$ cat config.mk
export PLATFORM = sky130hd
export DESIGN_NAME = controller_sequencer
export DESIGN_NICKNAME = d
export VERILOG_FILES = /design/src/rtl/controller_sequencer_pkg.sv /design/src/rtl/controller_sequencer_ring_counter.sv /design/src/rtl/controller_sequencer.sv
export SDC_FILE = /design/constraint.sdc
export NUM_CORES = 1
export LEC_CHECK = 0
export ABC_AREA = 1
export CORE_MARGIN = 2
export CORE_UTILIZATION = 41
export CTS_CLUSTER_SIZE = 28
export DETAILED_ROUTE_END_ITERATION = 16
export DONT_BUFFER_PORTS = 1
export SYNTH_ARGS = -nofsm -noshare
export SYNTH_HDL_FRONTEND = slang
export SYNTH_HIERARCHICAL = 1
export SYNTH_SLANG_ARGS = --single-unit
export TNS_END_PERCENT = 100
$ cat constraint.sdc
create_clock -name clk -period 1.9 [get_ports clk]
set_input_delay 0.19 -clock clk [delete_from_list [all_inputs] [get_ports clk]]
set_output_delay 0.19 -clock clk [all_outputs]
set_load 0.1 [all_outputs]
$ cat src/rtl/controller_sequencer_pkg.sv
// Shared CPU definitions: opcodes, one-hot T-state constants and the control word layout.
package controller_sequencer_pkg;

    localparam int NSTATES_CPU = 6;

    localparam logic [3:0] OP_LDA = 4'b0000;
    localparam logic [3:0] OP_ADD = 4'b0001;
    localparam logic [3:0] OP_SUB = 4'b0010;
    localparam logic [3:0] OP_OUT = 4'b1110;
    localparam logic [3:0] OP_HLT = 4'b1111;

    localparam logic [5:0] T1 = 6'b000001;
    localparam logic [5:0] T2 = 6'b000010;
    localparam logic [5:0] T3 = 6'b000100;
    localparam logic [5:0] T4 = 6'b001000;
    localparam logic [5:0] T5 = 6'b010000;
    localparam logic [5:0] T6 = 6'b100000;

    typedef struct packed {
        logic cp;
        logic ep;
        logic lm;
        logic ce;
        logic li;
        logic ei;
        logic la;
        logic ea;
        logic su;
        logic eu;
        logic lb;
        logic lo;
        logic hlt;
    } ctrl_t;

endpackage

$ cat src/rtl/controller_sequencer_ring_counter.sv
// One-hot T-state ring: resets to T1 and rotates one position per enabled clock.
module ring_counter #(
    parameter int NSTATES = 6
) (
    input  logic               clk,
    input  logic               reset,
    input  logic               advance,
    output logic [NSTATES-1:0] t_state
);

    always_ff @(posedge clk or posedge reset) begin
        if (reset) begin
            t_state <= {{(NSTATES-1){1'b0}}, 1'b1};
        end else if (advance) begin
            t_state <= {t_state[NSTATES-2:0], t_state[NSTATES-1]};
        end
    end

endmodule

$ cat src/rtl/controller_sequencer.sv
// Instruction sequencer: T-state ring plus combinational control-word decode and halt latch.
module controller_sequencer
    import controller_sequencer_pkg::*;
#(
    parameter int NSTATES = 6
) (
    input  logic               clk,
    input  logic               reset,
    input  logic               run,
    input  logic [3:0]         opcode,
    output logic [NSTATES-1:0] t_state,
    output logic               cp,
    output logic               ep,
    output logic               lm,
    output logic               ce,
    output logic               li,
    output logic               ei,
    output logic               la,
    output logic               ea,
    output logic               su,
    output logic               eu,
    output logic               lb,
    output logic               lo,
    output logic               hlt
);

    logic  halted;
    logic  halt_req;
    logic  advance;
    ctrl_t ctrl;

    // HLT in T4 must both raise hlt and stop the ring on the same edge it latches.
    assign halt_req = (t_state == T4) && (opcode == OP_HLT) && !halted;
    assign advance  = run && !halted && !halt_req;

    ring_counter #(
        .NSTATES (NSTATES)
    ) u_ring (
        .clk     (clk),
        .reset   (reset),
        .advance (advance),
        .t_state (t_state)
    );

    always_ff @(posedge clk or posedge reset) begin
        if (reset) begin
            halted <= 1'b0;
        end else if (halt_req && run) begin
            halted <= 1'b1;
        end
    end

    // Reset gates the decode so T1's ep/lm stay low until reset is released.
    always_comb begin
        ctrl = '0;
        if (reset) begin
            ctrl = '0;
        end else if (halted) begin
            ctrl.hlt = 1'b1;
        end else begin
            case (t_state)
                T1: begin ctrl.ep = 1'b1; ctrl.lm = 1'b1; end
                T2: ctrl.cp = 1'b1;
                T3: begin ctrl.ce = 1'b1; ctrl.li = 1'b1; end
                T4: begin
                    case (opcode)
                        OP_LDA, OP_ADD, OP_SUB: begin ctrl.ei = 1'b1; ctrl.lm = 1'b1; end
                        OP_OUT: begin ctrl.ea = 1'b1; ctrl.lo = 1'b1; end
                        OP_HLT: ctrl.hlt = 1'b1;
                        default: ;
                    endcase
                end
                T5: begin
                    case (opcode)
                        OP_LDA: begin ctrl.ce = 1'b1; ctrl.la = 1'b1; end
                        OP_ADD, OP_SUB: begin ctrl.ce = 1'b1; ctrl.lb = 1'b1; end
                        default: ;
                    endcase
                end
                T6: begin
                    case (opcode)
                        OP_ADD: begin ctrl.eu = 1'b1; ctrl.la = 1'b1; end
                        OP_SUB: begin ctrl.eu = 1'b1; ctrl.la = 1'b1; ctrl.su = 1'b1; end
                        default: ;
                    endcase
                end
                default: ;
            endcase
        end
    end

    assign cp  = ctrl.cp;
    assign ep  = ctrl.ep;
    assign lm  = ctrl.lm;
    assign ce  = ctrl.ce;
    assign li  = ctrl.li;
    assign ei  = ctrl.ei;
    assign la  = ctrl.la;
    assign ea  = ctrl.ea;
    assign su  = ctrl.su;
    assign eu  = ctrl.eu;
    assign lb  = ctrl.lb;
    assign lo  = ctrl.lo;
    assign hlt = ctrl.hlt;

endmodule

# [Word level (Yosys, flattened, before mapping)]
# Cells that the tools add are included.
[totals] in_bits=7 word_cells=42 out_inout_bits=19 ff_bits=7
[classes] eq_ne=10 muxes=20 reduce_logical=10
[op_table] operator="1-bit 2-to-1 mux" count=13
[op_table] operator="13-bit 2-to-1 mux" count=1
[op_table] operator="12-bit 2-to-1 mux" count=1
[op_table] operator="4-bit == test (second input constant)" count=2
[op_table] operator="6-bit by 1-bit == test with 1-bit output (second input constant)" count=1
[op_table] operator="6-bit by 2-bit == test with 1-bit output (second input constant)" count=1
[op_table] operator="6-bit by 3-bit == test with 1-bit output (second input constant)" count=1
[op_table] operator="6-bit by 4-bit == test with 1-bit output (second input constant)" count=1
[op_table] operator="6-bit by 5-bit == test with 1-bit output (second input constant)" count=1
[op_table] operator="6-bit == test (second input constant)" count=1
[op_table] operator="1-bit one-hot mux with 2 select lines" count=3
[op_table] operator="1-bit logical AND" count=5
[op_table] operator="4-bit by 1-bit == test with 1-bit output (second input constant)" count=1
[op_table] operator="4-bit by 2-bit == test with 1-bit output (second input constant)" count=1
[op_table] operator="4-bit logical NOT" count=1
[op_table] operator="2-bit 2-to-1 mux" count=2
[op_table] operator="3-bit OR reduction" count=1
[op_table] operator="1-bit logical NOT" count=2
[op_table] operator="2-bit OR reduction" count=1

# [Depth between registers and ports, before layout]
[depth] depth_word=6 mapped_depth=9

# [Modules after synthesis]
# Netlist, hierarchy kept.
[by_module_without_submodules] module="controller_sequencer" seq_area_each_um2=25.0 cells_per_inst=59 n_inst=1 area_per_inst_um2=322.8
[by_module_without_submodules] module="ring_counter" seq_area_each_um2=151.4 cells_per_inst=26 n_inst=1 area_per_inst_um2=226.5

# [Worst setup path after synthesis]
# No wires, ideal clock.
[synth_timing] path_type="register to output" from="reg u_ring.t_state[1]" to="out cp" path_buffers=0 arrival_time_ns=4.064 path_slack_ns=-2.354 path_stages_with_launch=3 t_required_ns=1.710 path_cell_list="dfrtp_1 -> inv_1 -> nor4_1"
[synth_via] elab_chain_len=4
[synth_lines] item="from (decl)" line_no="controller_sequencer_ring_counter.sv:8" source="output logic [NSTATES-1:0] t_state"
[synth_lines] item="from (signal assigned)" line_no="controller_sequencer_ring_counter.sv:13" source="t_state <= {{(NSTATES-1){1'b0}}, 1'b1};"
[synth_lines] item="from (signal assigned)" line_no="controller_sequencer_ring_counter.sv:15" source="t_state <= {t_state[NSTATES-2:0], t_state[NSTATES-1]};"
[synth_lines] item="6-bit by 2-bit == test with 1-bit output" line_no="controller_sequencer.sv:61" source="case (t_state)"
[synth_lines] item="1-bit 2-to-1 mux" line_no="controller_sequencer.sv:61"
[synth_lines] item="12-bit 2-to-1 mux" line_no="controller_sequencer.sv:58" source="end else if (halted) begin"
[synth_lines] item="13-bit 2-to-1 mux" line_no="controller_sequencer.sv:56" source="if (reset) begin"
[synth_lines] item="to (decl)" line_no="controller_sequencer.sv:12" source="output logic cp,"
# No other way between the ends.

# [Final worst setup path]
[layout_timing] from="reg u_ring.t_state[3]" to="out lb"
[layout_via] elab_chain_len=4
[layout_lines] item="6-bit by 5-bit == test with 1-bit output" line_no="controller_sequencer.sv:61"
[layout_lines] item="1-bit 2-to-1 mux" line_no="controller_sequencer.sv:61"
[layout_lines] item="12-bit 2-to-1 mux" line_no="controller_sequencer.sv:58"
[layout_lines] item="13-bit 2-to-1 mux" line_no="controller_sequencer.sv:56"
[layout_lines] item="to (decl)" line_no="controller_sequencer.sv:22" source="output logic lb,"
# No other way between the ends.

==> results.txt <==
The synthesized netlist cell count came out at 85. The type of the worst min-delay path is in2reg. In this run the number of H-tree levels came out at 1. The effective utilization at floorplan came out at 43.3%. The routed wire length is 1.40 mm. The share of cells above drive strength 1 came out at 54.1%. Among all flip-flop cells after synthesis, the most frequent one is sky130_fd_sc_hd__dfrtp_1. The via count of the first global-routing pass is 559.

The clock tree buffer depth is 2. The height of the die is 40.6 µm. For this run, the total global-route usage over all layers was measured as 21.4%. The maximum achievable frequency came out at 558 MHz. The number of buffers created by CTS is 3. The data required time of the critical path came out at 1710 ps. The clock-pin slew of the registers on the worst-case setup and hold paths came out at 50 ps. The final count of hold timing violations is 0. The clock arrives with 0.286 ps of skew. The slowest stage cell on the critical path is sky130_fd_sc_hd__dfrtp_4. The initial antenna violation count is 0. After synthesis, the largest area contributor takes up 27.3% of total cell area. The layout net count is 117. The HPWL after detailed placement came out at 1.15 mm. The worst setup path is launched from a register. For this block, the via count after detailed routing is 585. Dividing total power by cell area gives a power density of 287 nW/µm². The final cycle utilization of the critical path is 94.4%. The launch point of the worst reg-to-reg path is u_ring/t_state[0]$_DFFE_PP1P_.

The post-CTS repair timing setup buffer count came out at 0. Counting flops and latches in the post-synthesis netlist gives 7. The total overflow left after global routing is 0.

Counting instances in the post-synthesis netlist gives the leading cell types as sky130_fd_sc_hd__nand2_1 (31), sky130_fd_sc_hd__nor2_1 (13), sky130_fd_sc_hd__inv_1 (11). The tool flagged a number of max-cap violations equal to 0. Among the stages of the critical path, the cell type that occurs most often is sky130_fd_sc_hd__nand2_1.

In this run the static leakage power is 0.000481 µW. The worst ir drop on vdd came out at 0.360 mV. The first detailed-routing pass took 4 iterations. For the worst setup path, the data arrival time is 1600 ps. The combined area of all synthesized cells is 549 µm². The area growth from synthesis to layout is 94.5%.

The number of synthesized flops with an enable pin is 0. In this design, the stage delay of the slowest critical-path cell is 490 ps. When the netlist entered floorplanning its net count stood at 92. Setup violations remaining at the end of the flow were counted as 0. The congestion estimate from routability-driven global placement came to 0.757. The cell type with the highest aggregate area in the netlist is sky130_fd_sc_hd__dfrtp_1. The global-route wire length before repair is 2.25 mm.

In this run the core area contains 13 standard-cell rows. The worst hold slack came out at 114 ps. The worst setup path is captured at a primary output. In the post-synthesis netlist, the cell with the most instances is sky130_fd_sc_hd__nand2_1. The clock root buffer master is sky130_fd_sc_hd__clkbuf_4. Yosys attributes the largest share of cell area to sky130_fd_sc_hd__dfrtp_1 (27%), sky130_fd_sc_hd__nand2_1 (21%), sky130_fd_sc_hd__nor2_1 (8.9%). The count of final max-slew check failures is 0.

The signal on the critical path passes through nor2_2 > nand2_1 > nor2_1 > nand2_1 > nor2_4 > buf_12. The ratio of routed vias to standard cells came out at 4.72. In this run, distinct cell masters in the synthesized netlist total 19. The full die area is 1650 µm². Tracing the worst setup path back leads to its startpoint at u_ring/t_state[3]$_DFFE_PP0P_. The clock latency on the worst-skew pair came out at 240 ps. The average routed wire per standard cell came out at 11.3 µm. The number of antenna diodes in the final layout is 0.

In this run the most critical hold path is launched from run. The CTS tree is yes. The average instance in the mapped netlist occupies 6.46 µm². The total core area came out at 1270 µm².

The final standard cell utilization of the core is 84.2%. The filler cell count in the final layout is 77. The warning count from the yosys run came out at 6.

The fraction of registers with async set or reset after synthesis is 100%. The number of design rule violations left after detail routing is 0. The run finished with clean final reports. The number of DRC violations after detailed-routing iteration 0 is 3. The count of antenna-violating nets left after detailed routing is 0. The highest fanout seen on the critical path is 4.

The number of clock sinks came out at 7. The number of top-level pins came out at 26. The shortest clock period the worst path allows after layout came out at 1790 ps. The maximum number of pins on one net before global-route repair came out at 7.

The critical path is of the reg2out type. The die boundary width is 40.6 µm. Headroom to the max-slew limit came out at 79.9%.

Setup repair after global routing could not meet its margin everywhere. The actual transition at the worst max-transition pin came out at 301 ps. The sequential fraction of the synthesis area is 32.1%.

The count of port buffers added during placement is 0.
==> registers in the layout (all words and copies together), names as in the netlist <==
name and flops:
u_ring/t_state 6, halted 1
==> cells by family after synthesis <==
group | share of synthesized area [%]
AND/OR/NAND/NOR | 50.3
flip-flops | 32.1
buffers and inverters | 10.3
AO/OA/AOI/OAI | 7.29
==> path summary, 6_finish.rpt <==
| kind | cells past startpoint | slack (ps) | endpoint |
|---|---|---|---|
| worst max-delay path | 6 | 110 | lb |
| worst min-delay path | 2 | 110 | halted$_DFFE_PP0P_ |
| worst max register to register | 9 | 360 | u_ring/t_state[0]$_DFFE_PP1P_ |
| worst min register to register | 2 | 590 | halted$_DFFE_PP0P_ |
| max in group asynchronous | 2 | 1310 | u_ring/t_state[0]$_DFFE_PP1P_ |
| min in group asynchronous | 2 | 260 | halted$_DFFE_PP0P_ |
==> routing by layer <==
layer	track usage [%]	wire [µm]
met5	0	0
met4	14.2	0
met3	4.44	85
met2	36.9	782
met1	23.2	532
==> repair_timing <==
item                                    in CTS  in global routing
hold buffers                                 1                  0
resized for setup                            0                  3
hold endpoints to repair                     7                  0
endpoints found under the setup margin       0                  5
==> placed cells by master, fill, tap and decap left out, types with 2 or more instances in the layout <==
master	instances
sky130_fd_sc_hd__nand2_1	28
sky130_fd_sc_hd__buf_12	12
sky130_fd_sc_hd__inv_1	9
sky130_fd_sc_hd__nor2_4	8
sky130_fd_sc_hd__nor2_1	7
sky130_fd_sc_hd__buf_4	7
sky130_fd_sc_hd__dfrtp_4	4
sky130_fd_sc_hd__inv_2	3
sky130_fd_sc_hd__nand3_2	3
sky130_fd_sc_hd__o21ai_4	3
sky130_fd_sc_hd__nand2_2	3
sky130_fd_sc_hd__clkbuf_4	3
sky130_fd_sc_hd__nor2_2	2
sky130_fd_sc_hd__nand3_1	2
sky130_fd_sc_hd__nor3_4	2
==> through the flow <==
stage	TNS, ps	total power (µW)	cell area (µm²)	setup slack (ps)	cells
2_1_floorplan	-1130	173	706	-432	85
4_1_cts	0	312	1060	44.8	124
3_3_place_gp	0	179	1020	341	119
6_report	0	307	1070	106	124
5_1_grt	-0.584	320	1070	-0.584	124
3_5_place_dp	0	180	1020	331	119
==> critical path, delay by kind of cell (launching register included) <==
family	cells	cell delay, ps
buffers and inverters	1	180
and+or+nand+nor	5	690
DFF	1	490
==> where the power goes <==
| part | leakage (µW) | internal (µW) | switching, µW | total (µW) |
|---|---|---|---|---|
| sequential | 0.0000802 | 149 | 0 | 149 |
| combinational | 0.000386 | 9.68 | 20.0 | 29.7 |
| clock | 0.0000150 | 79.7 | 48.2 | 128 |
| total | 0.000481 | 239 | 68.1 | 307 |
==> cell type report <==
class / instances / area (µm²) / share of cell area (%)
clock buffer: 4 / 26.3 / 2.46
inverter: 13 / 51.3 / 4.80
multi-input combinational: 64 / 445 / 41.7
sequential: 7 / 196 / 18.4
tap: 15 / 18.8 / 1.76
timing repair buffer: 21 / 330 / 30.9
No activity file was read; power rests on OpenSTA's default activity.
